**src/rtl/ccff_chain_loader_pkg.sv**
```systemverilog
// Shared types for the ccff chain loader: controller state encoding and
// counter sizing helper.
package ccff_chain_loader_pkg;

  typedef enum logic [2:0] {
    ST_IDLE  = 3'd0,
    ST_FETCH = 3'd1,
    ST_SHIFT = 3'd2,
    ST_FLUSH = 3'd3,
    ST_DONE  = 3'd4
  } loader_state_e;

  // Width of a counter that must represent 0..n without wrapping.
  function automatic int cnt_width(input int n);
    return $clog2(n + 1);
  endfunction

endpackage

```
**src/rtl/ccff_rb_packer.sv**
```systemverilog
// Readback packer: accumulates chain tail bits into words, left-justifies a
// short final word, and presents words through a valid/ready holding register.
module ccff_rb_packer
  import ccff_chain_loader_pkg::*;
#(
  parameter int WORD_W = 8
) (
  input  logic              prog_clk,
  input  logic              prog_reset_n,
  input  logic              clear,
  input  logic              sample,
  input  logic              tail_bit,
  input  logic              flush,
  input  logic              rb_ready,
  output logic [WORD_W-1:0] rb_data,
  output logic              rb_valid,
  output logic              stall,
  output logic              drained
);

  localparam int IW = cnt_width(WORD_W);
  localparam logic [IW-1:0] FULL_C = IW'(WORD_W);
  localparam logic [IW-1:0] ZERO_C = {IW{1'b0}};

  logic [WORD_W-1:0] acc_r;
  logic [IW-1:0]     acc_cnt_r;
  logic [WORD_W-1:0] rb_data_r;
  logic              rb_valid_r;
  logic              hold_free_s;
  logic              acc_full_s;
  logic              xfer_s;
  logic [IW-1:0]     shamt_s;

  // Transfer decision: a full word, or any residue while flushing, moves once the holder frees.
  always_comb begin
    hold_free_s = !rb_valid_r || rb_ready;
    acc_full_s  = (acc_cnt_r == FULL_C);
    xfer_s      = hold_free_s && (acc_full_s || (flush && (acc_cnt_r != ZERO_C)));
    shamt_s     = FULL_C - acc_cnt_r;
  end

  // Accumulator and holding register; a new bit may enter in the same cycle the full word leaves.
  always_ff @(posedge prog_clk) begin
    if (!prog_reset_n) begin
      acc_r      <= {WORD_W{1'b0}};
      acc_cnt_r  <= ZERO_C;
      rb_data_r  <= {WORD_W{1'b0}};
      rb_valid_r <= 1'b0;
    end else begin
      if (xfer_s) begin
        rb_data_r  <= acc_r << shamt_s;
        rb_valid_r <= 1'b1;
      end else if (rb_valid_r && rb_ready) begin
        rb_valid_r <= 1'b0;
      end else begin
        rb_valid_r <= rb_valid_r;
      end

      if (clear) begin
        acc_r     <= {WORD_W{1'b0}};
        acc_cnt_r <= ZERO_C;
      end else if (sample && xfer_s) begin
        acc_r     <= {{(WORD_W-1){1'b0}}, tail_bit};
        acc_cnt_r <= IW'(1);
      end else if (sample) begin
        acc_r     <= {acc_r[WORD_W-2:0], tail_bit};
        acc_cnt_r <= acc_cnt_r + IW'(1);
      end else if (xfer_s) begin
        acc_r     <= {WORD_W{1'b0}};
        acc_cnt_r <= ZERO_C;
      end else begin
        acc_r     <= acc_r;
        acc_cnt_r <= acc_cnt_r;
      end
    end
  end

  assign stall    = acc_full_s && !hold_free_s;
  assign drained  = (acc_cnt_r == ZERO_C) && !rb_valid_r;
  assign rb_data  = rb_data_r;
  assign rb_valid = rb_valid_r;

endmodule

```
**src/rtl/ccff_chain_loader.sv**
```systemverilog
// Loads a CHAIN_LEN-bit configuration flip-flop chain from a word stream while
// reading the chain's previous contents back out as words.
module ccff_chain_loader
  import ccff_chain_loader_pkg::*;
#(
  parameter int CHAIN_LEN = 128,
  parameter int WORD_W    = 8
) (
  input  logic              prog_clk,
  input  logic              prog_reset_n,
  input  logic              start,
  input  logic [WORD_W-1:0] cfg_data,
  input  logic              cfg_valid,
  output logic              cfg_ready,
  output logic [WORD_W-1:0] rb_data,
  output logic              rb_valid,
  input  logic              rb_ready,
  output logic              ccff_head,
  input  logic              ccff_tail,
  output logic              ccff_shift_en,
  output logic              busy,
  output logic              done
);

  localparam int CW = cnt_width(CHAIN_LEN);
  localparam int IW = cnt_width(WORD_W);

  loader_state_e     state_r;
  loader_state_e     state_nxt_s;
  logic [CW-1:0]     bit_cnt_r;
  logic [CW-1:0]     bit_cnt_nxt_s;
  logic [IW-1:0]     word_idx_r;
  logic [IW-1:0]     word_idx_nxt_s;
  logic [WORD_W-1:0] word_sr_r;
  logic              shift_s;
  logic              load_s;
  logic              clear_s;
  logic              stall_s;
  logic              drained_s;

  assign bit_cnt_nxt_s  = bit_cnt_r + CW'(1);
  assign word_idx_nxt_s = word_idx_r + IW'(1);

  // Next-state and per-cycle strobes; chain-length exit wins over word exhaustion.
  always_comb begin
    state_nxt_s = state_r;
    shift_s     = 1'b0;
    load_s      = 1'b0;
    clear_s     = 1'b0;
    case (state_r)
      ST_IDLE: begin
        if (start) begin
          clear_s     = 1'b1;
          state_nxt_s = ST_FETCH;
        end else begin
          state_nxt_s = ST_IDLE;
        end
      end
      ST_FETCH: begin
        if (cfg_valid) begin
          load_s      = 1'b1;
          state_nxt_s = ST_SHIFT;
        end else begin
          state_nxt_s = ST_FETCH;
        end
      end
      ST_SHIFT: begin
        if (!stall_s) begin
          shift_s = 1'b1;
          if (bit_cnt_nxt_s == CW'(CHAIN_LEN)) begin
            state_nxt_s = ST_FLUSH;
          end else if (word_idx_nxt_s == IW'(WORD_W)) begin
            state_nxt_s = ST_FETCH;
          end else begin
            state_nxt_s = ST_SHIFT;
          end
        end else begin
          state_nxt_s = ST_SHIFT;
        end
      end
      ST_FLUSH: begin
        if (drained_s) begin
          state_nxt_s = ST_DONE;
        end else begin
          state_nxt_s = ST_FLUSH;
        end
      end
      ST_DONE: begin
        state_nxt_s = ST_IDLE;
      end
      default: begin
        state_nxt_s = ST_IDLE;
      end
    endcase
  end

  // State, bit counter and outgoing word shift register.
  always_ff @(posedge prog_clk) begin
    if (!prog_reset_n) begin
      state_r    <= ST_IDLE;
      bit_cnt_r  <= {CW{1'b0}};
      word_idx_r <= {IW{1'b0}};
      word_sr_r  <= {WORD_W{1'b0}};
    end else begin
      state_r <= state_nxt_s;

      if (clear_s) begin
        bit_cnt_r <= {CW{1'b0}};
      end else if (shift_s) begin
        bit_cnt_r <= bit_cnt_nxt_s;
      end else begin
        bit_cnt_r <= bit_cnt_r;
      end

      if (load_s) begin
        word_sr_r  <= cfg_data;
        word_idx_r <= {IW{1'b0}};
      end else if (shift_s) begin
        word_sr_r  <= {word_sr_r[WORD_W-2:0], 1'b0};
        word_idx_r <= word_idx_nxt_s;
      end else begin
        word_sr_r  <= word_sr_r;
        word_idx_r <= word_idx_r;
      end
    end
  end

  ccff_rb_packer #(
    .WORD_W(WORD_W)
  ) u_rb_packer (
    .prog_clk    (prog_clk),
    .prog_reset_n(prog_reset_n),
    .clear       (clear_s),
    .sample      (shift_s),
    .tail_bit    (ccff_tail),
    .flush       (state_r == ST_FLUSH),
    .rb_ready    (rb_ready),
    .rb_data     (rb_data),
    .rb_valid    (rb_valid),
    .stall       (stall_s),
    .drained     (drained_s)
  );

  // Gating with reset guarantees no chain shift on the edge that aborts a load.
  assign ccff_shift_en = shift_s && prog_reset_n;
  assign ccff_head     = (state_r == ST_SHIFT) && word_sr_r[WORD_W-1];
  assign cfg_ready     = (state_r == ST_FETCH);
  assign busy          = (state_r != ST_IDLE);
  assign done          = (state_r == ST_DONE);

endmodule

```
**config.mk**
```make
export PLATFORM = sky130hd
export DESIGN_NAME = ccff_chain_loader
export DESIGN_NICKNAME = d
export VERILOG_FILES = /design/src/rtl/ccff_chain_loader_pkg.sv /design/src/rtl/ccff_rb_packer.sv /design/src/rtl/ccff_chain_loader.sv
export SDC_FILE = /design/constraint.sdc
export NUM_CORES = 1
export LEC_CHECK = 0
export CORE_ASPECT_RATIO = 0.9
export CORE_MARGIN = 2
export CORE_UTILIZATION = 41
export CTS_CLUSTER_DIAMETER = 200
export DETAILED_ROUTE_END_ITERATION = 10
export GPL_ROUTABILITY_DRIVEN = 0
export HOLD_SLACK_MARGIN = 0.02
export PLACE_DENSITY_LB_ADDON = 0.15
export SLEW_MARGIN = 10
export SYNTH_ARGS = -nofsm -noshare
export SYNTH_HDL_FRONTEND = slang
export SYNTH_SLANG_ARGS = --single-unit
```
**constraint.sdc**
```tcl
create_clock -name prog_clk -period 2.7 [get_ports prog_clk]
set_input_delay 0.81 -clock prog_clk [delete_from_list [all_inputs] [get_ports prog_clk]]
set_output_delay 0.81 -clock prog_clk [all_outputs]
set_load 0.01 [all_outputs]
```
==> results.yml, run 1 <==
run_status:
  status: "complete, no violations"
cts:
  cts_root_buffer: "clkbuf_8"
  cts.sinks: 44
  htreeDepth: 2
  cts_max_path_buffers: 2
  cts_setup_buffers: 0
  cts_tree: "done"
  cts_made_buffers: 5
  hold_buffers: 0
  post_cts_resized: 6
  clkLatencyLatePin_ps: 290
  clkSlewWorstSetupHoldPaths_ps: 80
sta:
  drv_slew: 0
  maxSlewHeadroom_pct: 60.7
  period_needed_ps: 2630
  rsz0062_at_grt: "false"
  worst_pin_slew_ps: 585
  fin_crit_sh_pct: 97.4
  fmax_ghz: 0.380
  setup_viol: 0
  layout_setup_ws_ps: 70.9
  hold_viol_final: 0
  fin_skew_ps: 5.58
setup_path:
  r2r_start: "u_rb_packer.acc_cnt_r[1]$_SDFFE_PP0P_"
  r2r_cells: 8
  path_cells: "clkdlybuf4s50_1 > nor2b_2 > a31oi_4 > and2_4 > buf_2"
  path_buf_inv: 2
  rrSetupSlack_ps: 610
  crit-reg2reg-capture: "bit_cnt_r[3]$_SDFFE_PP0P_"
  end_kind: "output pin"
  cp.arrival_ps: 1820
  required_ps: 1890
  worstSetupStartpointType: "input port"
  slowest_delay_ps: 410
  critPathTopFamily: "buffers and inverters"
  path_class: "input port to output pin"
  cp_slowest_cell: "clkdlybuf4s50_1"
  timing.critical_path.from: "rb_ready"
  path_max_fanout: 2
pwr:
  power_frac_clock_pct: 40.6
  ir_drop_mv: 0.222
  p_comb_share_pct: 10.0
  switching_share_pct: 22.3
  power.switching_mw: 0.303
  p_int_mw: 1.05
  power.total_mw: 1.36
  power_per_cell_area_mw_per_mm2: 486
  power.static_leakage_nw: 1.02
  p_seq_share_pct: 49.4
cells_and_area:
  finalNonFillerCells: 353
  syn_to_final_growth_pct: 21.6
  drive_gt1_share_pct: 13.3
  antenna_cells: 0
  nFillCells: 518
  finalCoreUtilization_pct: 52.5
  fin_nets: 304
  design_area_mm2: 0.00279
  register_area_um2: 881
  multi_input_area_mm2: 0.00131
logic_synthesis:
  synth.avg_cell_area_um2: 9.08
  synth_area_leaders: "dfxtp_1 (38%), mux2i_1 (8.3%), nor2_1 (6.9%), xor2_1 (3.8%), a211oi_1 (2.9%)"
  yosys-top-cells-count: "dfxtp_1 (44), nor2_1 (42), mux2i_1 (19)"
  async_reset_ff_share_pct: 0
  synth_top_cell_area_share_pct: 38.3
  synth_edf_count: 0
  ys_ff_latch: 44
  syn-cell-area_mm2: 0.00230
  synthFlopType: "dfxtp_1"
  syn-num-nets: 272
  yosysTopAreaCell: "dfxtp_1"
  synth-seq-area-share_pct: 38.3
  yosys_warnings: 0
  yosysMostFrequentCell: "dfxtp_1"
  synth_cells: 253
  yosysUniqueCellTypes: 49
die:
  num_rows: 25
  fp.dieH_um: 75.0
  fp.dieArea_mm2: 0.00622
  die_w_um: 82.9
  ios: 28
  start_util_pct: 43.2
  core-area_mm2: 0.00532
place:
  pre_cts_ws_ps: -357
  dp_hpwl_mm: 3.40
  port_buffers: 27
  post-place-cells: 345
  detailed_place.area_mm2: 0.00267
worst_hold_path:
  min_from: "u_rb_packer.rb_data[3]$_SDFFE_PN0P_"
  holdPathStages: 2
  hold_class: "register to register"
  holdPathEnd: "u_rb_packer.rb_data[3]$_SDFFE_PN0P_"
global_routing:
  grt_pass1_vias: 1732
  grt_max_degree: 35
  grt_pass1_wl_mm: 8.42
  grt-ovfl-total: 0
  antenna_found_initial: 0
  grt_use_total_pct: 16.8
routing:
  dr_total_vias: 1841
  drtAntennaViolNets: 0
  viasPerCell: 5.22
  first_pass_iters: 5
  totalWireLength_mm: 4.81
  drt_iter0_drc: 79
  wire_per_inst_um: 13.6
  drc: 0
flow_run:
  cap_violations: 0
## worst max-delay path by stage
stage	endpoint	slack [ps]	depth (start not counted)
2_1_floorplan	ccff_shift_en	140	6
3_3_place_gp	ccff_shift_en	-370	5
3_5_place_dp	ccff_shift_en	-360	5
4_1_cts	ccff_shift_en	70	5
5_1_grt	ccff_shift_en	20	5
6_report	ccff_shift_en	70	5
## layout by cell type, fill, tap and decap left out, types with 2 or more instances in the layout
cell type	netlist	layout
nor2b_2	1	2
mux4_2	3	3
a311oi_1	2	2
a211oi_1	9	9
mux2_2	3	3
clkbuf_8	0	7
o21ai_0	2	2
and3_1	2	2
xor2_1	10	10
inv_1	6	6
a31o_2	2	2
nor2b_1	7	6
nand2b_1	2	2
a22oi_1	9	9
mux2i_1	19	19
xnor2_1	7	7
clkdlybuf4s50_1	0	26
a21oi_1	6	6
nand3_1	4	4
nand4_1	5	5
dfxtp_1	44	44
ha_1	5	5
nor3_1	6	6
nor2_1	42	42
nand2_1	17	17
buf_4	1	13
nand3b_1	4	4
nor3b_1	2	2
## sequential cells by signal (all words and copies together), names as in the netlist
signal                 count
u_rb_packer.acc_r          8
word_idx_r                 4
u_rb_packer.rb_data        8
u_rb_packer.acc_cnt_r      4
u_rb_packer.rb_valid       1
state_r                    3
bit_cnt_r                  8
word_sr_r                  8
## cells by family (layout without fill, tap and decap cells)
group,after synthesis,count (layout),synth area share [%]
AND/OR/NAND/NOR,100,100,21.2
multiplexers,25,25,12.7
AO/OA/AOI/OAI,40,40,13.5
buffers and inverters,22,55,5.06
flip-flops,44,44,38.3
adder cells (fa/ha/maj),5,5,2.72
XOR/XNOR,17,17,6.48
## through the flow
| step | TNS, ps | hold WS, ps |
|---|---|---|
| 3_3_place_gp | -367 | 458 |
| 5_1_grt | 0 | 503 |
| 6_report | 0 | 466 |
| 4_1_cts | 0 | 473 |
| 2_1_floorplan | 0 | 455 |
| 3_5_place_dp | -357 | 461 |
## final cells by class
type                            count  area share [%]
Multi-Input combinational cell    187            47.0
Sequential cell                    44            31.5
Timing Repair Buffer               40            13.0
Clock buffer                        7            3.45
Tap cell                           67            3.00
Clock inverter                      1            1.08
Inverter                            7           0.941
## tightest hold or removal path, delay by kind of cell, from the launching register on
| family | cells | cell delay [ps] |
|---|---|---|
| compound gates | 1 | 50 |
| flops | 1 | 320 |
| simple gates | 1 | 50 |
## layer usage
metal	part of all wire [%]	routed length, um	vias to the layer above	GRT usage [%]
li1	-	-	963	-
met3	2.5	118	5	3.29
met1	54	2610	851	24.6
met2	43	2050	22	25.7
met5	0	0	-	0
met4	0.64	31	0	4.37
## power groups by stage
stage / logic [mW] / registers (mW) / clock network [mW]
CTS: 0.137 / 0.671 / 0.575
finish: 0.136 / 0.670 / 0.551
detailed placement: 0.137 / 0.686 / 0
global route: 0.150 / 0.673 / 0.603
floorplan: 0.0895 / 0.683 / 0
global placement: 0.136 / 0.686 / 0
No activity file was read; power rests on OpenSTA's default activity.
==> inputs of run 2 (changes only) <==
- SYNTH_HIERARCHICAL: default -> 1
==> run 2 against run 1 <==
Compared with the run above:
- via count increased by 4.8%
- maximum frequency decreased by 1.9%
- worst setup slack got worse by 52 ps
- total power decreased by 6.8%
- wire length increased by 2.9%
- cell area increased by 1.1%
- largest power group unchanged
- clock power decreased by 21%
- first-iteration DRC count decreased by 8.9%
- area after synthesis decreased by 0.87%
- non-clock buffer count increased by 7
- largest cell class unchanged
- critical path type unchanged
- clock skew increased by 6.1 ps
- sequential share of layout area decreased by 0.25 points
==> results.yml, run 2 <==
global_routing:
  grt_use_total_pct: 17.3
  grt_max_degree: 24
  grt_pass1_wl_mm: 8.12
  grt_pass1_vias: 1783
  grt-ovfl-total: 0
  antenna_found_initial: 0
sta:
  fin_skew_ps: 11.7
  setup_viol: 0
  drv_slew: 0
  fmax_ghz: 0.373
  layout_setup_ws_ps: 19.1
  maxSlewHeadroom_pct: 73.8
  worst_pin_slew_ps: 393
  hold_viol_final: 0
  fin_crit_sh_pct: 99.3
  period_needed_ps: 2680
  whs_ps: 472
die:
  num_rows: 25
  start_util_pct: 42.8
  core-area_mm2: 0.00532
  die_w_um: 82.6
  fp.dieH_um: 74.7
  fp.dieArea_mm2: 0.00617
  ios: 28
setup_path:
  worstSetupStartpointType: "input port"
  cp.arrival_ps: 1870
  path_max_fanout: 2
  slowest_delay_ps: 530
  rrSetupSlack_ps: 380
  cp_slowest_cell: "or4b_4"
  crit_path_frequent_cell: "buf_6"
  path_cells: "buf_6 > nor2b_4 > nand2_2 > nor2_2 > or4b_4 > inv_2 > and2_4 > buf_6"
  path_buf_inv: 3
  path_class: "input port to output pin"
  critPathTopFamily: "simple AND/OR/NAND/NOR gates"
  end_kind: "output pin"
  required_ps: 1890
cells_and_area:
  fin_nets: 314
  antenna_cells: 0
  drive_gt1_share_pct: 18.6
  layout.cells.most_common: "dfxtp_1"
  syn_to_final_growth_pct: 24.0
  layout_common_cells: "dfxtp_1 (42), nor2_1 (36), clkdlybuf4s50_1 (25)"
  nFillCells: 527
logic_synthesis:
  synth_cells: 256
  yosys_warnings: 6
  synth_top_family_by_area: "simple AND/OR/NAND/NOR gates"
  syn-num-nets: 275
  ys_ff_latch: 44
  synthAdderAreaFrac_pct: 2.75
  synthFlopType: "dfxtp_1"
  yosysTopAreaCell: "dfxtp_1"
  syn-cell-area_mm2: 0.00228
  synth_area_leaders: "dfxtp_1 (39%), mux2i_1 (6.2%), nor2_1 (6.1%), xor2_1 (4.6%), nand2_1 (3.6%)"
  synth_edf_count: 0
  synth_top_cell_area_share_pct: 38.7
  synthSimpleGateAreaFrac_pct: 24.7
  synth_compound_area_share_pct: 13.0
  yosys.area_share.xor_xnor_pct: 6.92
  yosysUniqueCellTypes: 56
  synth.mux.area_fraction_pct: 9.29
  synth.avg_cell_area_um2: 8.90
  yosys-top-cells-count: "dfxtp_1 (44), nor2_1 (37), nand2_1 (22)"
  synth-seq-area-share_pct: 38.7
  async_reset_ff_share_pct: 0
  yosysMostFrequentCell: "dfxtp_1"
routing:
  first_pass_iters: 4
  drc: 0
  drtAntennaViolNets: 0
  dr_total_vias: 1929
  wire_per_inst_um: 13.6
  drt_iter0_drc: 72
  totalWireLength_mm: 4.95
  viasPerCell: 5.31
cts:
  clkSlewWorstSetupHoldPaths_ps: 80
  cts_made_buffers: 5
  cts.sinks: 44
  cts_tree: "done"
  clkLatencyLatePin_ps: 310
  cts_max_path_buffers: 2
  htreeDepth: 2
  cts_root_buffer: "clkbuf_8"
worst_hold_path:
  hold_class: "register to register"
run_status:
  status: "complete, no violations"
place:
  dp_hpwl_mm: 3.38
  pre_cts_ws_ps: -787
  port_buffers: 27
pwr:
  power_per_cell_area_mw_per_mm2: 449
  ir_drop_mv: 0.244
  power.static_leakage_nw: 1.10
flow_run:
  cap_violations: 0
[run 2: cell types whose count changed after synthesis, sizes merged, moves of 3 or more]
cell	delta
mux2i	-5
nor2	-4
o2bb2ai	+3
nand2b	+4
o21ai	+4
nand2	+6
nand4	+3
mux2	+3
nor2b	-5
a32o	+3
o221ai	+6
a22oi	-8
a211oi	-8
mux4	-3
[run 2: per-stage QoR]
stage | power [mW] | area (um2) | utilization [%] | cells | TNS [ps]
2_1_floorplan | 0.779 | 2280 | - | 256 | 0
3_3_place_gp | 0.838 | 2680 | 50.3 | 352 | -1800
3_5_place_dp | 0.838 | 2680 | 50.3 | 352 | -2070
4_1_cts | 1.27 | 2790 | 52.4 | 362 | 0
5_1_grt | 1.32 | 2820 | 53.1 | 363 | -9.57
6_report | 1.27 | 2820 | 53.1 | 363 | 0
[run 2: worst paths after layout]
| kind | from | endpoint | depth (start not counted) |
|---|---|---|---|
| max | rb_ready | ccff_shift_en | 8 |
| min | u_rb_packer/rb_data[5]$_SDFFE_PN0P_ | u_rb_packer/rb_data[5]$_SDFFE_PN0P_ | 2 |
| max reg2reg | u_rb_packer/acc_cnt_r[1]$_SDFFE_PP0P_ | bit_cnt_r[5]$_SDFFE_PP0P_ | 12 |
| min reg2reg | u_rb_packer/rb_data[5]$_SDFFE_PN0P_ | u_rb_packer/rb_data[5]$_SDFFE_PN0P_ | 2 |
[run 2: cell families (layout without fill, tap and decap cells)]
| group | after synthesis | in the layout |
|---|---|---|
| flops | 44 | 44 |
| compound gates | 41 | 41 |
| fa+ha+maj | 5 | 5 |
| xor+xnor | 18 | 18 |
| simple gates | 107 | 107 |
| mux | 20 | 20 |
| buf+inv | 21 | 61 |
[run 2: per-layer routing]
metal  vias to the layer above  global-route usage [%]  part of all wire, %
met4                         0                    6.56                  1.6
met2                        34                    26.0                   44
li1                        982                       -                    -
met1                       905                    23.9                   51
met3                         8                    4.32                  3.9
met5                         -                       0                    0
[run 2: timing repair]
action | in CTS | in global routing
hold buffers | 0 | 0
pin swaps | 2 | 2
gates resized for setup | 12 | 8
setup endpoints to repair | 1 | 1
setup buffers | 2 | 1
[run 2: report_power, final]
| part | internal, mW | switching, mW | total, mW |
|---|---|---|---|
| sequential | 0.664 | 0.0101 | 0.674 |
| combinational | 0.0778 | 0.0774 | 0.155 |
| clock | 0.204 | 0.232 | 0.437 |
| total | 0.947 | 0.320 | 1.27 |
[run 2: layout make-up]
| type | count | area (um2) | area share (%) |
|---|---|---|---|
| flip-flops and latches | 44 | 883 | 31.3 |
| multi-input cells | 191 | 1320 | 46.7 |
| clock inverters | 2 | 10.0 | 0.355 |
| clock buffers | 6 | 82.6 | 2.93 |
| well taps | 67 | 83.8 | 2.97 |
| repair buffers | 47 | 423 | 15.0 |
| inverters | 6 | 22.5 | 0.798 |
[run 2: worst min-delay path: cells and delay by family, from the launching register on]
kind,cells,cell delay [ps]
flip-flops,1,320
AND/OR/NAND/NOR,1,60
AO/OA/AOI/OAI,1,50
